`src/rtl/bcd_pkg.sv`:
```
// Shared types and helpers for the sequential binary-to-BCD converter.
package bcd_pkg;

    localparam int unsigned DIGIT_W = 4;

    typedef enum logic [1:0] {
        IDLE,
        SHIFT,
        DONE
    } state_t;

    typedef logic [DIGIT_W-1:0] bcd_digit_t;

    // Double-dabble correction applied before each shift.
    function automatic bcd_digit_t add3(input bcd_digit_t d);
        return (d >= 4'd5) ? d + 4'd3 : d;
    endfunction

endpackage

```
`src/rtl/bcd_digit_cell.sv`:
```
// One BCD digit step: add-3 correction followed by a one-bit left shift.
module bcd_digit_cell
    import bcd_pkg::*;
(
    input  bcd_digit_t digit,
    input  logic       carry_in,
    output bcd_digit_t digit_next,
    output logic       carry_out
);

    bcd_digit_t adj;

    assign adj        = add3(digit);
    assign digit_next = {adj[2:0], carry_in};
    assign carry_out  = adj[3];

endmodule

```
`src/rtl/bcd_seq_converter.sv`:
```
// Bit-serial binary-to-BCD converter (double dabble) with valid/ready on both sides.
// Optional BCD_EARLY_EXIT_EN skips leading zero bits of the magnitude.
module bcd_seq_converter
    import bcd_pkg::*;
#(
    parameter int unsigned BIN_W  = 32,
    parameter int unsigned DIGITS = 10,
    parameter bit          SIGNED = 1'b1
) (
    input  logic                clk,
    input  logic                rst_n,
    input  logic                in_valid,
    output logic                in_ready,
    input  logic [BIN_W-1:0]    in_data,
    output logic                out_valid,
    input  logic                out_ready,
    output logic [4*DIGITS-1:0] out_bcd,
    output logic                out_neg,
    output logic                out_ovf
);

    localparam int unsigned CNT_W = $clog2(BIN_W + 1);
    localparam int unsigned BCD_W = 4 * DIGITS;

    state_t             state;
    logic [BIN_W-1:0]   mag;
    logic [BCD_W-1:0]   digits;
    logic [BCD_W-1:0]   digits_next;
    logic [CNT_W-1:0]   cnt;
    logic               ovf_acc;
    logic               neg_acc;
    logic [DIGITS:0]    carry;

    logic               neg_in;
    logic [BIN_W-1:0]   mag_in;
    logic [BIN_W-1:0]   mag_load;
    logic [CNT_W-1:0]   steps_in;

`ifdef BCD_EARLY_EXIT_EN
    logic [CNT_W-1:0]   lz;

    function automatic logic [CNT_W-1:0] lzc(input logic [BIN_W-1:0] v);
        logic [CNT_W-1:0] n;
        logic             found;
        n     = CNT_W'(BIN_W);
        found = 1'b0;
        for (int i = BIN_W - 1; i >= 0; i--) begin
            if (!found && v[i]) begin
                n     = CNT_W'(BIN_W - 1 - i);
                found = 1'b1;
            end
        end
        return n;
    endfunction
`endif

    // Magnitude and step count prepared for the accept cycle.
    always_comb begin
        neg_in = SIGNED && in_data[BIN_W-1];
        mag_in = neg_in ? BIN_W'(~in_data + BIN_W'(1)) : in_data;
`ifdef BCD_EARLY_EXIT_EN
        lz       = lzc(mag_in);
        mag_load = mag_in << lz;
        steps_in = (lz == CNT_W'(BIN_W)) ? CNT_W'(1) : CNT_W'(BIN_W) - lz;
`else
        mag_load = mag_in;
        steps_in = CNT_W'(BIN_W);
`endif
    end

    assign carry[0] = mag[BIN_W-1];

    for (genvar i = 0; i < DIGITS; i++) begin : g_digit
        bcd_digit_cell u_cell (
            .digit      (digits[4*i +: 4]),
            .carry_in   (carry[i]),
            .digit_next (digits_next[4*i +: 4]),
            .carry_out  (carry[i+1])
        );
    end

    // Control FSM; the step after the last shift publishes the result.
    always_ff @(posedge clk or negedge rst_n) begin
        if (!rst_n) begin
            state     <= IDLE;
            in_ready  <= 1'b1;
            out_valid <= 1'b0;
            out_bcd   <= '0;
            out_neg   <= 1'b0;
            out_ovf   <= 1'b0;
            mag       <= '0;
            digits    <= '0;
            cnt       <= '0;
            ovf_acc   <= 1'b0;
            neg_acc   <= 1'b0;
        end else begin
            case (state)
                IDLE: begin
                    if (in_valid) begin
                        state    <= SHIFT;
                        in_ready <= 1'b0;
                        mag      <= mag_load;
                        digits   <= '0;
                        cnt      <= steps_in;
                        neg_acc  <= neg_in;
                        ovf_acc  <= 1'b0;
                        out_bcd  <= '0;
                        out_neg  <= 1'b0;
                        out_ovf  <= 1'b0;
                    end
                end
                SHIFT: begin
                    if (cnt != '0) begin
                        digits  <= digits_next;
                        mag     <= {mag[BIN_W-2:0], 1'b0};
                        cnt     <= cnt - CNT_W'(1);
                        ovf_acc <= ovf_acc | carry[DIGITS];
                    end else begin
                        state     <= DONE;
                        out_valid <= 1'b1;
                        out_bcd   <= digits;
                        out_neg   <= neg_acc;
                        out_ovf   <= ovf_acc;
                    end
                end
                DONE: begin
                    if (out_ready) begin
                        state     <= IDLE;
                        out_valid <= 1'b0;
                        in_ready  <= 1'b1;
                    end
                end
                default: begin
                    state    <= IDLE;
                    in_ready <= 1'b1;
                end
            endcase
        end
    end

endmodule

```
`config.mk`:
```
export PLATFORM = sky130hd
export DESIGN_NAME = bcd_seq_converter
export DESIGN_NICKNAME = d
export VERILOG_FILES = /design/src/rtl/bcd_pkg.sv /design/src/rtl/bcd_digit_cell.sv /design/src/rtl/bcd_seq_converter.sv
export SDC_FILE = /design/constraint.sdc
export NUM_CORES = 1
export LEC_CHECK = 0
export ABC_CLOCK_PERIOD_IN_PS = 3000
export BUFFER_PORTS_ARGS = -buffer_cell sky130_fd_sc_hd__buf_2
export CORE_ASPECT_RATIO = 0.75
export CORE_MARGIN = 4
export CORE_UTILIZATION = 30
export CTS_BUF_LIST = sky130_fd_sc_hd__clkbuf_8 sky130_fd_sc_hd__clkbuf_16
export DETAILED_ROUTE_END_ITERATION = 10
export RECOVER_POWER = 100
export SLEW_MARGIN = 40
export SYNTH_ARGS = -nofsm -noshare
export SYNTH_HDL_FRONTEND = slang
export SYNTH_HIERARCHICAL = 1
export SYNTH_SLANG_ARGS = --single-unit
```
`constraint.sdc`:
```
create_clock -name clk -period 3 [get_ports clk]
set_input_delay 0.75 -clock clk [delete_from_list [all_inputs] [get_ports clk]]
set_output_delay 0.75 -clock clk [all_outputs]
set_load 0.01 [all_outputs]
```
-- Word-level counts from Yosys, hierarchy flattened
Cells that the tools add are included.
- order comparisons: 10
- bitwise operators: 3
- muxes and demuxes: 38
- eq/ne operators: 6
- add/sub/neg operators: 12
- reduce and logical (&&, ||, !) cells: 10
- operators with widths (kind ; count):
    one-hot mux 40 bit (2 select lines) ; 2
    two-way mux 40 bit ; 3
    two-way mux 32 bit ; 3
    one-hot mux 32 bit (2 select lines) ; 1
    adder 4 x 2 -> 4 bit, second input constant ; 10
    greater-or-equal comparator 4 x 3 -> 1 bit, second input constant ; 10
    two-way mux 4 bit ; 10
    adder 32 x 1 -> 32 bit, second input constant ; 1
    inverter 32 bit ; 1
    AND reduction 3 bit ; 5
    two-way mux 6 bit ; 2
    one-hot mux 6 bit (2 select lines) ; 1
    != test 2 bit, second input constant ; 4
    one-hot mux 1 bit (2 select lines) ; 4
    two-way mux 1 bit ; 7
    two-way mux 2 bit ; 3
    one-hot mux 2 bit (3 select lines) ; 1
    nonzero test 6 bit ; 1
    subtractor 6 x 1 -> 6 bit, second input constant ; 1
    nonzero test 2 bit ; 2
    one-hot mux 1 bit (3 select lines) ; 1
    equality test 2 x 1 -> 1 bit, second input constant ; 1
    equality test 2 bit, second input constant ; 1
    logical NOT 2 bit ; 1
    other kinds (3) ; 3
- input bits: 36
- register bits after elaboration: 126
- word-level logic and storage cells: 90

-- Logic depth before layout (Yosys ltp)
- depth in word-level cells: 5
- depth in mapped cells: 10

-- Hierarchy
Netlist, hierarchy kept.
- by module, submodules not included (module ; cells each ; area an instance (um^2) ; instances):
    bcd_seq_converter ; 617 ; 5941.9 ; 1
    bcd_digit_cell ; 17 ; 108.9 ; 10

-- Worst setup path before layout
No wires, ideal clock.
- path kind: input to register
- from: in in_data[8]
- to: reg mag[23]
- stages: 6
- data required time: 2.874 ns
- arrival: 2.680 ns
- setup slack: 0.194 ns
- buffers on the path: 1
- path through: or4_1 buf_2 or3_1 nor4_1 mux2_2 a221o_1
- word-level cells in the longest chain between the ends: 5
- RTL lines (what ; line ; source):
    start, declared ; bcd_seq_converter.sv:14 ; input logic [BIN_W-1:0] in_data,
    inverter 32 bit ; bcd_seq_converter.sv:60 ; mag_in = neg_in ? BIN_W'(~in_data + BIN_W'(1)) : in_data;
    adder 32 x 1 -> 32 bit ; bcd_seq_converter.sv:60 ;
    two-way mux 32 bit ; bcd_seq_converter.sv:60 ;
    two-way mux 32 bit ; bcd_seq_converter.sv:99 ; if (in_valid) begin
    one-hot mux 32 bit (2 select lines) ; bcd_seq_converter.sv:97 ; case (state)
    end signal, assigned ; bcd_seq_converter.sv:102 ; mag <= mag_load;
    end signal, assigned ; bcd_seq_converter.sv:115 ; mag <= {mag[BIN_W-2:0], 1'b0};
    end, declared ; bcd_seq_converter.sv:26 ; logic [BIN_W-1:0] mag;
Every way passes these cells. The select of a mux whose other input is x is not followed.
A chain may end at the register's enable or synchronous reset.

-- Worst setup path after layout
- from: reg state[0]
- to: reg mag[11]
- word-level cells in the longest chain between the ends: 3
- RTL lines (what ; line ; source):
    start, declared ; bcd_seq_converter.sv:25 ; state_t state;
    start signal, assigned ; bcd_seq_converter.sv:85 ; state <= IDLE;
    start signal, assigned ; bcd_seq_converter.sv:100 ; state <= SHIFT;
    start signal, assigned ; bcd_seq_converter.sv:119 ; state <= DONE;
    equality test 2 x 1 -> 1 bit or logical NOT 2 bit (tied branches) ; bcd_seq_converter.sv:97 ;
    != test 2 bit (no line) or nonzero test 2 bit (tied branches) ; n/a ;
    AND reduction 3 bit (no line) ; n/a ;
Parallel ways exist; a longest one is shown, timed or not.

==> results by group <==
Logic synthesis
  • Register bit total from synthesis: 126
  • Post-synth EDFFs: 0
  • Distinct cell type count of the synthesized netlist: 58
  • Syn Nets: 846
  • Synth Flop Type: dfrtp_1
  • Average size of a mapped cell: 8.93 um2
  • Part of the Yosys area used for sequential elements: 0.449
  • Post-synth ARST share: 1.00
  • Synth Instances: 787
  • Synth Cell Area: 0.00703 mm2
  • Synth warn: 6

Critical path
  • CP max stage cell: dfrtp_1
  • Worst reg2reg path startpoint: state[0]
  • Reg-to-reg slack, setup: 400 ps
  • Arrival @ worst endpoint: 2930 ps
  • CP Class: reg -> reg
  • Crit path buf inv count: 2
  • Crit path max-delay family: compound AO/OA/AOI/OAI gates
  • CP startpoint kind: register
  • Cell breakdown of the critical path: o21bai_1 -> a31o_2 -> inv_1 -> clkbuf_1 -> o21ai_0 -> o21ai_0
  • Slowest stage delay, CP: 810 ps
  • CP endpoint kind: register
  • Crit-path max FO: 23
  • Most Frequent Cell on Critical Path: o21ai_0
  • RR Endpoint: mag[11]
  • Cells on worst reg2reg path: 6
  • Critical Path RT: 3330 ps

GRT
  • Vias in the first global route: 5670
  • Gr ovfl total: 0
  • First-pass GRT wire length: 29600 um
  • Antenna violations before repair: 0
  • Largest net degree at the start of global routing: 127
  • Gr usage total: 0.141

Flow run
  • Max cap viols: 1

Floorplanning
  • Row cnt: 48
  • Initial Utilization: 0.306
  • Core area: 0.0230 mm2
  • Die width: 185 um
  • Die area: 0.0260 mm2
  • Io pins: 80
  • Die H: 141 um

Clock tree
  • CTS sink cnt: 126
  • Root Driver: clkbuf_16
  • CTS resizes: 0
  • CTS Buffer Depth: 2
  • CTS Hold Bufs: 0
  • CTS tree: done
  • H-tree Lvls: 4
  • Clk_lat worst skew: 420 ps
  • Post-CTS setup buffer count: 0
  • CTS clock-pin slew for the worst setup and hold paths: 60 ps
  • CTS Buf Count: 17

Power and ir drop
  • Net Sw Frac: 0.406
  • Switching pwr: 3.78 mW
  • Maximum VDD drop: 430 uV
  • P_leak: 3.83 nW
  • Internal power: 5.55 mW
  • Clk network pwr share: 0.231
  • Combinational fraction of design power: 0.427
  • Pwr Density: 1130 mW/mm2
  • Register share of total power: 0.342

Place
  • Placed Area: 0.00780 mm2
  • Placer Congestion: 0.816
  • DP HPWL: 11700 um
  • Placed cells: 1134
  • I/O Buffers: 79

Timing
  • Setup total negative slack: 0 ps
  • Final setup fails: 0
  • Max_slew headroom: -0.200
  • Final Hold Viols: 0
  • Tmin final: 2600 ps
  • RSZ-0062 raised after global routing: no
  • Final Slew Violations: 127
  • Worst slew pin tran: 1800 ps
  • Max Freq: 385 MHz
  • Period utilisation layout: 0.866
  • Clock skew: 15.7 ps

Cells and area
  • Share of cells above drive strength 1: 0.126
  • Design Area, Final: 0.00829 mm2
  • Util after Layout: 0.361
  • Commonest non-fill, non-tap cell in the layout: nand2_1
  • Final cell count without fillers: 1166
  • Antenna cells: 0
  • Most used cells in the layout excluding fill and tap cells: nand2_1 (151), dfrtp_1 (125), nand3_1 (56)
  • Area Growth Syn to Fin: 18.0%
  • Final #Nets: 912

Min path
  • Hold Path Sink: out_bcd[5]
  • Hold Crit Class: reg -> reg
  • Critical hold path startpoint: out_bcd[5]
  • Hold depth: 2

Route
  • Vias: 5815
  • Drc violations: 0
  • Final WL: 18000 um
  • Iteration count of the initial detailed-routing pass: 5
  • Wire length per cell: 15.5 um
  • First-iteration detailed-routing DRC count: 320
  • Via density: 4.99
  • Final ANT Viol Nets: 0

Outcome
  • Violated checks: capacitance limit, slew limit
  • Status: complete, but fails checks
cells by family (layout without fill, tap and decap cells):
group | count (synthesis) | in the layout | synth area share
flip-flops | 126 | 126 | 0.449
adder cells (fa/ha/maj) | 23 | 23 | 0.0409
AND/OR/NAND/NOR | 344 | 344 | 0.230
XOR/XNOR | 27 | 27 | 0.0336
buffers and inverters | 84 | 163 | 0.0504
AO/OA/AOI/OAI | 163 | 163 | 0.167
multiplexers | 20 | 20 | 0.0292
area by class of cell:
type / instances / area [um2]
clock buffer: 17 / 425
clock inverter: 15 / 184
fill: 2407 / 14700
inverter: 29 / 109
multi-input combinational: 577 / 3520
sequential: 126 / 3150
tap: 300 / 375
timing repair buffer: 102 / 523
power by group through the flow:
stage / combinational, mW / sequential (mW) / clock (mW)
after floorplan: 3.10 / 3.10 / 0
after global placement: 4.01 / 3.20 / 0
after detailed placement: 4.11 / 3.20 / 0
after CTS: 4.13 / 3.19 / 2.22
after global routing: 4.51 / 3.32 / 2.29
final: 3.99 / 3.19 / 2.16
Yosys cell counts, types with 4 or more instances:
| library cell | number | area share |
|---|---|---|
| a21oi_1 | 13 | 0.0093 |
| a21oi_2 | 10 | 0.012 |
| a221o_1 | 4 | 0.0057 |
| a22o_1 | 44 | 0.055 |
| and3_1 | 4 | 0.0036 |
| buf_4 | 10 | 0.011 |
| clkbuf_1 | 42 | 0.022 |
| dfrtp_1 | 125 | 0.44 |
| ha_1 | 23 | 0.041 |
| inv_1 | 29 | 0.015 |
| mux2_2 | 4 | 0.0064 |
| mux2i_1 | 16 | 0.023 |
| nand2_1 | 151 | 0.081 |
| nand2b_1 | 25 | 0.022 |
| nand3_1 | 56 | 0.040 |
| nor2_1 | 43 | 0.023 |
| nor2b_1 | 7 | 0.0062 |
| nor3_1 | 14 | 0.010 |
| nor4_1 | 8 | 0.0071 |
| o211ai_1 | 6 | 0.0064 |
| o21ai_0 | 37 | 0.026 |
| o21ai_1 | 10 | 0.0071 |
| o31ai_1 | 7 | 0.0075 |
| o41ai_1 | 4 | 0.0050 |
| or2_2 | 4 | 0.0036 |
| or3_1 | 14 | 0.012 |
| xnor2_1 | 19 | 0.024 |
| xor2_1 | 8 | 0.010 |
worst reg2reg max path, stage by stage (launching register included):
cell and delay (ps):
dfrtp_1 810, o21bai_1 290, a31o_2 300, inv_1 310
clkbuf_1 460, o21ai_0 160, o21ai_0 200
metal layers:
metal / vias up / GRT usage / share of wire
met5: - / 0 / 0
met4: 0 / 0.0347 / 0.0093
met3: 15 / 0.0299 / 0.040
met2: 110 / 0.211 / 0.44
met1: 2801 / 0.210 / 0.51
li1: 2889 / - / -
worst max-delay path by stage:
stage | from | to | slack [ps] | cells past startpoint
finish | state[0] | mag[11] | 400 | 6
global route | state[0] | mag[13] | 240 | 6
CTS | in_data[8] | mag[23] | 560 | 6
detailed placement | in_data[8] | mag[23] | 110 | 6
global placement | in_data[8] | mag[23] | 150 | 6
floorplan | in_data[8] | mag[23] | 190 | 6
through the flow:
step	power [mW]	hold slack, ps	setup slack, ps
2_1_floorplan	6.21	445	194
3_3_place_gp	7.20	445	147
3_5_place_dp	7.31	453	106
4_1_cts	9.54	466	556
5_1_grt	10.1	482	240
6_report	9.33	462	401
flip-flops by register name (all words and copies together), names as in the netlist:
register / cells
digits: 40
out_bcd: 40
mag: 32
cnt: 6
state: 2
in_ready: 1
neg_acc: 1
out_neg: 1
out_ovf: 1
out_valid: 1
ovf_acc: 1
Note: power is estimated with default switching activity, not from simulation.
